--- config.mk ---
export PLATFORM = sky130hd
export DESIGN_NAME = pll_clk_monitor
export DESIGN_NICKNAME = d
export VERILOG_FILES = /design/src/rtl/pll_clk_monitor.sv
export SDC_FILE = /design/constraint.sdc
export NUM_CORES = 1
export LEC_CHECK = 0
export ABC_AREA = 1
export CORE_ASPECT_RATIO = 1.1
export CORE_MARGIN = 2
export CORE_UTILIZATION = 45
export CTS_CLUSTER_DIAMETER = 100
export DETAILED_ROUTE_END_ITERATION = 8
export PLACE_DENSITY = 0.69
export SETUP_SLACK_MARGIN = 0.3
export SLEW_MARGIN = 20
export SYNTH_ARGS = -nofsm -noshare
export SYNTH_HDL_FRONTEND = slang
export SYNTH_SLANG_ARGS = --single-unit
--- constraint.sdc ---
create_clock -name pll_clk -period 6.55 [get_ports pll_clk]
set_input_delay 0.655 -clock pll_clk [delete_from_list [all_inputs] [get_ports pll_clk]]
set_output_delay 0.655 -clock pll_clk [all_outputs]
set_load 0.005 [all_outputs]
--- src/rtl/pll_clk_monitor.sv ---
// pll_clk_monitor
// Measures the pll_clk frequency by counting pll_clk cycles across a
// programmable number of ext_clk periods. Each result is checked against a
// [min_count, max_count] window. pll_locked asserts after LOCK_WINS
// consecutive in-range results. All logic runs in the pll_clk domain.

module pll_clk_monitor #(
  parameter int WINDOW_W  = 8,
  parameter int CNT_W     = 16,
  parameter int LOCK_WINS = 4
) (
  input  logic                pll_clk,
  input  logic                reset_n_async,
  input  logic                ext_clk,
  input  logic                enable,
  input  logic                start,
  input  logic [WINDOW_W-1:0] window,
  input  logic [CNT_W-1:0]    min_count,
  input  logic [CNT_W-1:0]    max_count,
  output logic [CNT_W-1:0]    count,
  output logic                count_valid,
  output logic                in_range,
  output logic                pll_locked,
  output logic                overflow,
  output logic                timeout,
  output logic                busy
);

  localparam int GOOD_W = $clog2(LOCK_WINS + 1);

  localparam logic [CNT_W-1:0]    CNT_ONE   = CNT_W'(1);
  localparam logic [CNT_W-1:0]    CNT_MAX   = '1;
  localparam logic [WINDOW_W-1:0] WIN_ONE   = WINDOW_W'(1);
  localparam logic [GOOD_W-1:0]   GOOD_ONE  = GOOD_W'(1);
  localparam logic [GOOD_W-1:0]   GOOD_FULL = GOOD_W'(LOCK_WINS);

  typedef enum logic [1:0] {
    IDLE,
    ARM,
    MEASURE,
    DONE
  } state_t;

  state_t state, state_next;

  logic ext_s1, ext_s2, ext_s3;
  logic ext_rise;
  logic enable_q;
  logic enable_drop;

  logic [CNT_W-1:0]    cnt, cnt_next, cnt_inc;
  logic [WINDOW_W-1:0] edges, edges_next, edges_inc, window_eff;
  logic [GOOD_W-1:0]   good, good_next;

  logic [CNT_W-1:0] count_next;
  logic             count_valid_next;
  logic             in_range_next;
  logic             pll_locked_next;
  logic             overflow_next;
  logic             timeout_next;

  logic             result_load;
  logic [CNT_W-1:0] result_count;
  logic             result_ovf;
  logic             result_tmo;
  logic             result_in_range;

  // Two-flop synchroniser for ext_clk plus one history flop for rise detection
  always_ff @(posedge pll_clk or negedge reset_n_async) begin
    if (!reset_n_async) begin
      ext_s1   <= 1'b0;
      ext_s2   <= 1'b0;
      ext_s3   <= 1'b0;
      enable_q <= 1'b0;
    end else begin
      ext_s1   <= ext_clk;
      ext_s2   <= ext_s1;
      ext_s3   <= ext_s2;
      enable_q <= enable;
    end
  end

  assign ext_rise    = ext_s2 & ~ext_s3;
  assign enable_drop = enable_q & ~enable & ~start;
  assign cnt_inc     = (cnt == CNT_MAX) ? CNT_MAX : cnt + CNT_ONE;
  assign edges_inc   = edges + WIN_ONE;
  assign window_eff  = (window == '0) ? WIN_ONE : window;
  assign busy        = (state != IDLE);

  // Next-state, counter and result computation for the measurement sequencer
  always_comb begin
    state_next       = state;
    cnt_next         = cnt;
    edges_next       = edges;
    good_next        = good;
    count_next       = count;
    count_valid_next = 1'b0;
    in_range_next    = in_range;
    pll_locked_next  = pll_locked;
    overflow_next    = overflow;
    timeout_next     = timeout;
    result_load      = 1'b0;
    result_count     = '0;
    result_ovf       = 1'b0;
    result_tmo       = 1'b0;

    case (state)
      IDLE: begin
        if (start || enable) begin
          state_next = ARM;
          cnt_next   = '0;
        end
      end
      ARM: begin
        if (enable_drop) begin
          state_next      = IDLE;
          good_next       = '0;
          pll_locked_next = 1'b0;
        end else if (ext_rise) begin
          state_next = MEASURE;
          cnt_next   = '0;
          edges_next = '0;
        end else if (cnt_inc == CNT_MAX) begin
          state_next   = DONE;
          result_load  = 1'b1;
          result_count = '0;
          result_tmo   = 1'b1;
        end else begin
          cnt_next = cnt_inc;
        end
      end
      MEASURE: begin
        if (enable_drop) begin
          state_next      = IDLE;
          good_next       = '0;
          pll_locked_next = 1'b0;
        end else begin
          cnt_next = cnt_inc;
          if (ext_rise) begin
            if (edges_inc == window_eff) begin
              state_next   = DONE;
              result_load  = 1'b1;
              result_count = cnt_inc;
              result_ovf   = (cnt_inc == CNT_MAX);
            end else begin
              edges_next = edges_inc;
            end
          end
        end
      end
      DONE: begin
        state_next = enable ? ARM : IDLE;
        cnt_next   = '0;
      end
      default: begin
        state_next = IDLE;
      end
    endcase

    result_in_range = ~result_ovf & ~result_tmo &
                      (result_count >= min_count) & (result_count <= max_count);

    if (result_load) begin
      count_valid_next = 1'b1;
      count_next       = result_count;
      overflow_next    = result_ovf;
      timeout_next     = result_tmo;
      in_range_next    = result_in_range;
      if (result_in_range) begin
        good_next = (good == GOOD_FULL) ? good : good + GOOD_ONE;
      end else begin
        good_next = '0;
      end
      pll_locked_next = (good_next == GOOD_FULL);
    end
  end

  // State, counters and registered result outputs
  always_ff @(posedge pll_clk or negedge reset_n_async) begin
    if (!reset_n_async) begin
      state       <= IDLE;
      cnt         <= '0;
      edges       <= '0;
      good        <= '0;
      count       <= '0;
      count_valid <= 1'b0;
      in_range    <= 1'b0;
      pll_locked  <= 1'b0;
      overflow    <= 1'b0;
      timeout     <= 1'b0;
    end else begin
      state       <= state_next;
      cnt         <= cnt_next;
      edges       <= edges_next;
      good        <= good_next;
      count       <= count_next;
      count_valid <= count_valid_next;
      in_range    <= in_range_next;
      pll_locked  <= pll_locked_next;
      overflow    <= overflow_next;
      timeout     <= timeout_next;
    end
  end

endmodule

**After elaboration in Yosys (flattened, before gate mapping)**

Cells that the tools add are included.

- Add/subtract/negate cells: 3
- Magnitude comparators: 2
- Equal/unequal tests: 18
- Muxes and demuxes: 49
- Bitwise operators: 11
- Reduce and logical (&&, ||, !) cells: 12

Operators by type and width:

| operator | number |
|---|---|
| $mux W16 | 10 |
| $pmux W16 S4 | 1 |
| $mux W8 | 6 |
| $eq A16 B16 Y1 const B | 2 |
| $mux W3 | 6 |
| $add A16 B1 Y16 const B | 1 |
| $ge A16 B16 Y1 | 1 |
| $le A16 B16 Y1 | 1 |
| $mux W1 | 16 |
| $pmux W8 S2 | 1 |
| $mux W2 | 7 |
| $ne A2 B2 Y1 const B | 6 |
| $ne A3 B3 Y1 const B | 3 |
| $add A8 B1 Y8 const B | 1 |
| $eq A8 B8 Y1 | 1 |
| $logic_not A8 Y1 | 1 |
| $pmux W2 S4 | 1 |
| $reduce_and A4 Y1 | 2 |
| $reduce_bool A2 Y1 | 4 |
| $and A1 B1 Y1 | 6 |
| $eq A3 B3 Y1 const B | 2 |
| $reduce_and A6 Y1 | 1 |
| $not A1 Y1 | 5 |
| $eq A2 B2 Y1 const B | 2 |
| 8 further kinds | 8 |

- Register bits after elaboration: 54
- Bits of input ports: 45
- Output and inout port bits: 22
- Word-level logic and storage cells: 109

**Longest topological paths before layout**

- Depth after elaboration: 15
- Gate-level depth with buffers: 27
- Mapped depth without buffers: 26

**Worst setup path before layout**

OpenSTA, ideal clock, no wires.

- Kind: reg2reg
- Start: reg edges[0]
- End: reg pll_locked
- Library setup time: 117 ps
- Arrival: 3,060 ps
- Required time: 6,433 ps
- Path slack: 3,372 ps
- Cell stages (with the launch flop): 24
- Path buffers: 1
- Clock period less this slack: 3,178 ps
- Cell sequence: dfrtp_1 -> ha_1 -> xnor2_1 -> nand2_1 -> nor2_1 -> nand3_1 -> nor2_1 -> nand2_1 -> nor2_2 -> nand2_1 -> buf_2 -> nor2_1 -> ha_1 -> a21oi_1 -> o21a_1 -> nor2_1 -> o21ai_0 -> nand2_1 -> nand2_1 -> nand3_1 -> nor2_1 -> o21ai_0 -> nand3_1 -> nand2_1

- Elaborated cells on any way between the ends: 27

RTL lines:

| item | line | text |
|---|---|---|
| start: declaration | 52 | `logic [WINDOW_W-1:0] edges, edges_next, edges_inc, window_eff;` |
| start signal: assignment | 194 | `edges <= edges_next;` |
| $add A8 B1 Y8 * | 86 | `assign edges_inc = edges + WIN_ONE;` |
| $eq A8 B8 Y1 * | 140 | `if (edges_inc == window_eff) begin` |
| $mux W16 * | 140 |  |
| $mux W16 * | 139 | `if (ext_rise) begin` |
| $mux W16 * | 133 | `if (enable_drop) begin` |
| $mux W16 * | - |  |
| named net result_count[1] | 63 | `logic [CNT_W-1:0] result_count;` |
| $ge A16 B16 Y1 | 161 | `(result_count >= min_count) & (result_count <= max_count);` |
| $and A1 B1 Y1 | 160 | `result_in_range = ~result_ovf & ~result_tmo &` |
| $and A1 B1 Y1 * | 161 |  |
| $mux W3 * | 169 | `if (result_in_range) begin` |
| $mux W3 * | 163 | `if (result_load) begin` |
| $eq A3 B3 Y1 * | 174 | `pll_locked_next = (good_next == GOOD_FULL);` |
| $mux W1 * | 163 |  |
| end signal: assignment | 199 | `pll_locked <= pll_locked_next;` |
| end: declaration | 23 | `output logic pll_locked,` |

Mark *: on every way through the listed nets, which the timed path passes. The rest lies on a longest branch. The select of a mux whose other input is x is not followed.
A chain may end at the register's enable or synchronous reset.

**Worst setup path after layout**

- Start: in window[1]
- End: reg pll_locked

- Elaborated cells on any way between the ends: 28

RTL lines:

| item | line | text |
|---|---|---|
| start: declaration | 17 | `input logic [WINDOW_W-1:0] window,` |
| $logic_not A8 Y1 | 87 | `assign window_eff = (window == '0) ? WIN_ONE : window;` |
| $mux W8 * | 87 |  |
| $eq A8 B8 Y1 * | 140 |  |
| $mux W16 * | 140 |  |
| $mux W16 * | 139 |  |
| $mux W16 * | 133 |  |
| $mux W16 * | - |  |
| named net result_count[3] | 63 |  |
| $ge A16 B16 Y1 | 161 |  |
| $and A1 B1 Y1 | 160 |  |
| $and A1 B1 Y1 * | 161 |  |
| $mux W3 * | 169 |  |
| $mux W3 * | 163 |  |
| $eq A3 B3 Y1 * | 174 |  |
| $mux W1 * | 163 |  |

Marks and branches as above.

==> summary.md <==
| Metric | Value |
|---|---|
| Status | `completed` |
| RR Startpoint | `edges[0]` |
| Slew Viols, Final | `0` |
| Hold-fix buffers at CTS | `0` |
| First-pass GRT wire length | `between 15 and 20 mm` |
| Antenna violations before repair | `0` |
| CP max stage delay | `between 0.5 and 0.6 ns` |
| Fin nets | `743` |
| Root Buffer | `clkbuf_8` |
| Max VDD drop | `~0.15 mV` |
| Setup TNS | `0 ns` |
| Num CTS Buffers | `5` |
| Clock-pin slew on the worst setup and hold paths | `0.12 ns` |
| CP Capture Type | `flip-flop` |
| Max Clock Freq | `~250 MHz` |
| CP max FO | `16` |
| Worst Hold Launch | `ext_s1` |
| Switching pwr | `about 0.36 mW` |
| Post-synth EDFFs | `0` |
| Post-synth top area share | `0.320` |
| Setup Viol. Count Final | `0` |
| Clock Sink Count | `54` |
| Top area cells in the synthesized netlist | `dfrtp_1 32%, nand2_1 13%, ha_1 12%` |
| Setup Skew | `approximately 0.018 ns` |
| Buffers added on ports | `between 60 and 70` |
| Vias in the first global route | `just over 4000` |
| Leakage | `between 2 and 3 nW` |
| Mean Syn Cell Area | `between 7 and 8 um2` |
| RSZ-0062 raised after global routing | `no` |
| Io pins | `67` |
| Most frequent cells after synthesis | `143 x nand2_1, 101 x inv_1, 56 x nand3_1` |
| Post-CTS sizing | `0` |
| Reg power frac | `0.418` |
| Routability congestion estimate | `a little under 0.9` |
| Initial Util | `0.457` |
| Residual DRC count | `0` |
| Total GRT Usage | `0.220` |
| Overall die width | `between 90 and 100 um` |
| HPWL Detailed | `roughly 8.3 mm` |
| Largest net degree at the start of global routing | `55` |
| Sequential element share of the synthesized area | `0.320` |
| Main flop type after synthesis | `dfrtp_1` |
| Critical Path AT | `4.23 ns` |
| Antenna cells | `0` |
| Global routing's busiest layer | `met2` |
| P_int | `roughly 0.53 mW` |
| Yosys warns | `0` |
| Final ANT Viol Nets | `0` |
| Power density cells | `175 nW/um2` |
| Synthesized Nets | `between 600 and 700` |
| Max cap viols | `0` |
| Power share of the clock group | `0.232` |
| Fillers | `between 800 and 900` |
| Rows | `37` |
| Wire length per cell | `between 10 and 15 um` |
| Setup repair bufs after CTS | `0` |
| Reg area | `1350 um2` |
| Final Hold Vio Count | `0` |
| Startpoint types | `input port` |
| Multi-input gate area in the final layout | `2420 um2` |
| GRT met2 Usage | `0.381` |
| Syn Std Cell Area | `about 4200 um2` |
| WHS | `about 0.37 ns` |
| Vias per inst | `5.21` |
| Yosys cell types | `35` |
| Switching power share of the total | `0.403` |
| Worst-Margin Slew | `~0.8 ns` |
| Final WL | `10.7 mm` |
| Flops & latches, synth | `54` |
| Synthesized instance count | `between 500 and 600` |
| Die H | `roughly 110 um` |
| Skew-Pair Late Insertion Delay | `roughly 0.33 ns` |
| Post-synth top area cell | `dfrtp_1` |
| Hold Crit Class | `reg2reg` |
| CP bufs+invs | `1` |
| Layout area overhead | `19.9%` |
| CTS Buffer Depth | `2` |
| Met3 Use GR | `0.0286` |
| CP dominant cell by count | `nand2_1` |
| Most common cell in the netlist | `nand2_1` |
| CTS tree | `built` |
| DRT iter0 DRCs | `approximately 210` |
| Final Critical Period | `about 4.0 ns` |
| Share of layout cells above drive strength 1 | `0.0608` |
| Max-slew headroom | `0.473` |
| Htree depth | `2` |
| Crit path from | `window[1]` |
| Total gr overflow | `0` |
| Part of the power in combinational logic | `0.349` |
| Util after Layout | `0.548` |
| DP Worst Slack | `around 2.2 ns` |
| Period Utilization, post-route | `0.610` |
| Async S/R FF share, synth | `1.00` |
| Die ar. | `approximately 10000 um2` |
| WP data required | `about 6.8 ns` |
| Detailed-route via count | `4034` |
| Cell Chain, Critical Path | `clkdlybuf4s50_1 -> nor2_1 -> and2_1 -> nand2_1 -> nand2_1 -> nand2_1 -> nand3_1 -> nor2_1 -> nand2_1 -> nor2_2 -> nand2_1 -> a21oi_1 -> ha_1 -> a21oi_1 -> o21a_1 -> nor2_1 -> o21ai_0 -> nand2_1 -> nand2_1 -> nand3_1 -> nor2_1 -> o21ai_0 -> nand3_1 -> nand2_1` |
| Final worst slack | `between 2 and 3 ns` |
| Core outline area | `9260 um2` |
| Drt pass-1 iters | `5` |
| Met1 usage | `0.285` |
| Top delay family on crit path | `simple AND/OR/NAND/NOR gates` |
| Worst setup path category | `in2reg` |
| Slowest stage cell, crit path | `clkdlybuf4s50_1` |
routing by layer:
layer | part of all wire | wire [um]
met5 | 0 | 0
met2 | 0.49 | 5220
met3 | 0.039 | 416
met4 | 0.016 | 168
met1 | 0.46 | 4860
path summary, 6_finish.rpt:
kind	endpoint	slack (ns)	depth (start not counted)
min in group asynchronous	count[4]	0.46	2
max reg2reg	pll_locked	2.61	25
min	ext_s2	0.37	0
min reg2reg	ext_s2	0.37	0
max in group asynchronous	edges[0]	5.60	2
max	pll_locked	2.55	24
final cells by class:
type | instances | area share
clock inverter | 3 | 0.00567
sequential | 54 | 0.266
timing repair buffer | 67 | 0.131
multi-input combinational | 424 | 0.477
clock buffer | 5 | 0.0136
tap | 117 | 0.0289
inverter | 105 | 0.0779
registers in the layout, indices dropped and copies added (netlist names), 2 cells and up:
name / cells
cnt: 16
count: 16
edges: 8
good: 3
state: 2
cells by family (layout without fill, tap and decap cells):
logic type	Yosys count	after routing	synth area share
AOI/OAI and AO/OA	85	85	0.123
xor gates and xnor gates	5	5	0.0104
and+or+nand+nor	293	293	0.316
adders and majority gates	41	41	0.121
DFF	54	54	0.320
buffers and inverters	114	180	0.109
cells in the final DEF (no fill, tap or decap), types with 2 or more instances in the layout:
cell type,instances
o31ai_1,4
o21ai_2,2
nor3_1,5
nand3b_1,4
nand2_1,143
ha_1,41
o22ai_1,4
inv_1,101
nand3_1,56
o21ai_1,11
nand4_1,8
clkinv_4,2
nand2_2,5
a21oi_1,24
nor2_4,5
nor2_2,4
nand2_4,2
nor2_1,54
clkdlybuf4s50_1,65
xnor2_1,3
dfrtp_1,54
a22o_1,15
inv_2,3
clkbuf_8,5
xor2_1,2
nand3_2,4
o21ai_0,20
through the flow:
step                      std cells  instance area (um2)  power [mW]
after global routing            775                 5070       0.947
after floorplan                 592                 4230       0.580
after CTS                       775                 5070       0.891
final                           775                 5070       0.890
after global placement          767                 4970       0.675
after detailed placement        767                 4970       0.683
power groups by stage:
stage | registers (mW) | clock network (mW) | logic [mW]
2_1_floorplan | 0.373 | 0 | 0.207
3_3_place_gp | 0.377 | 0 | 0.298
3_5_place_dp | 0.379 | 0 | 0.305
4_1_cts | 0.372 | 0.213 | 0.306
5_1_grt | 0.375 | 0.224 | 0.348
6_report | 0.372 | 0.207 | 0.311
Power figures use the tool's default switching activity.
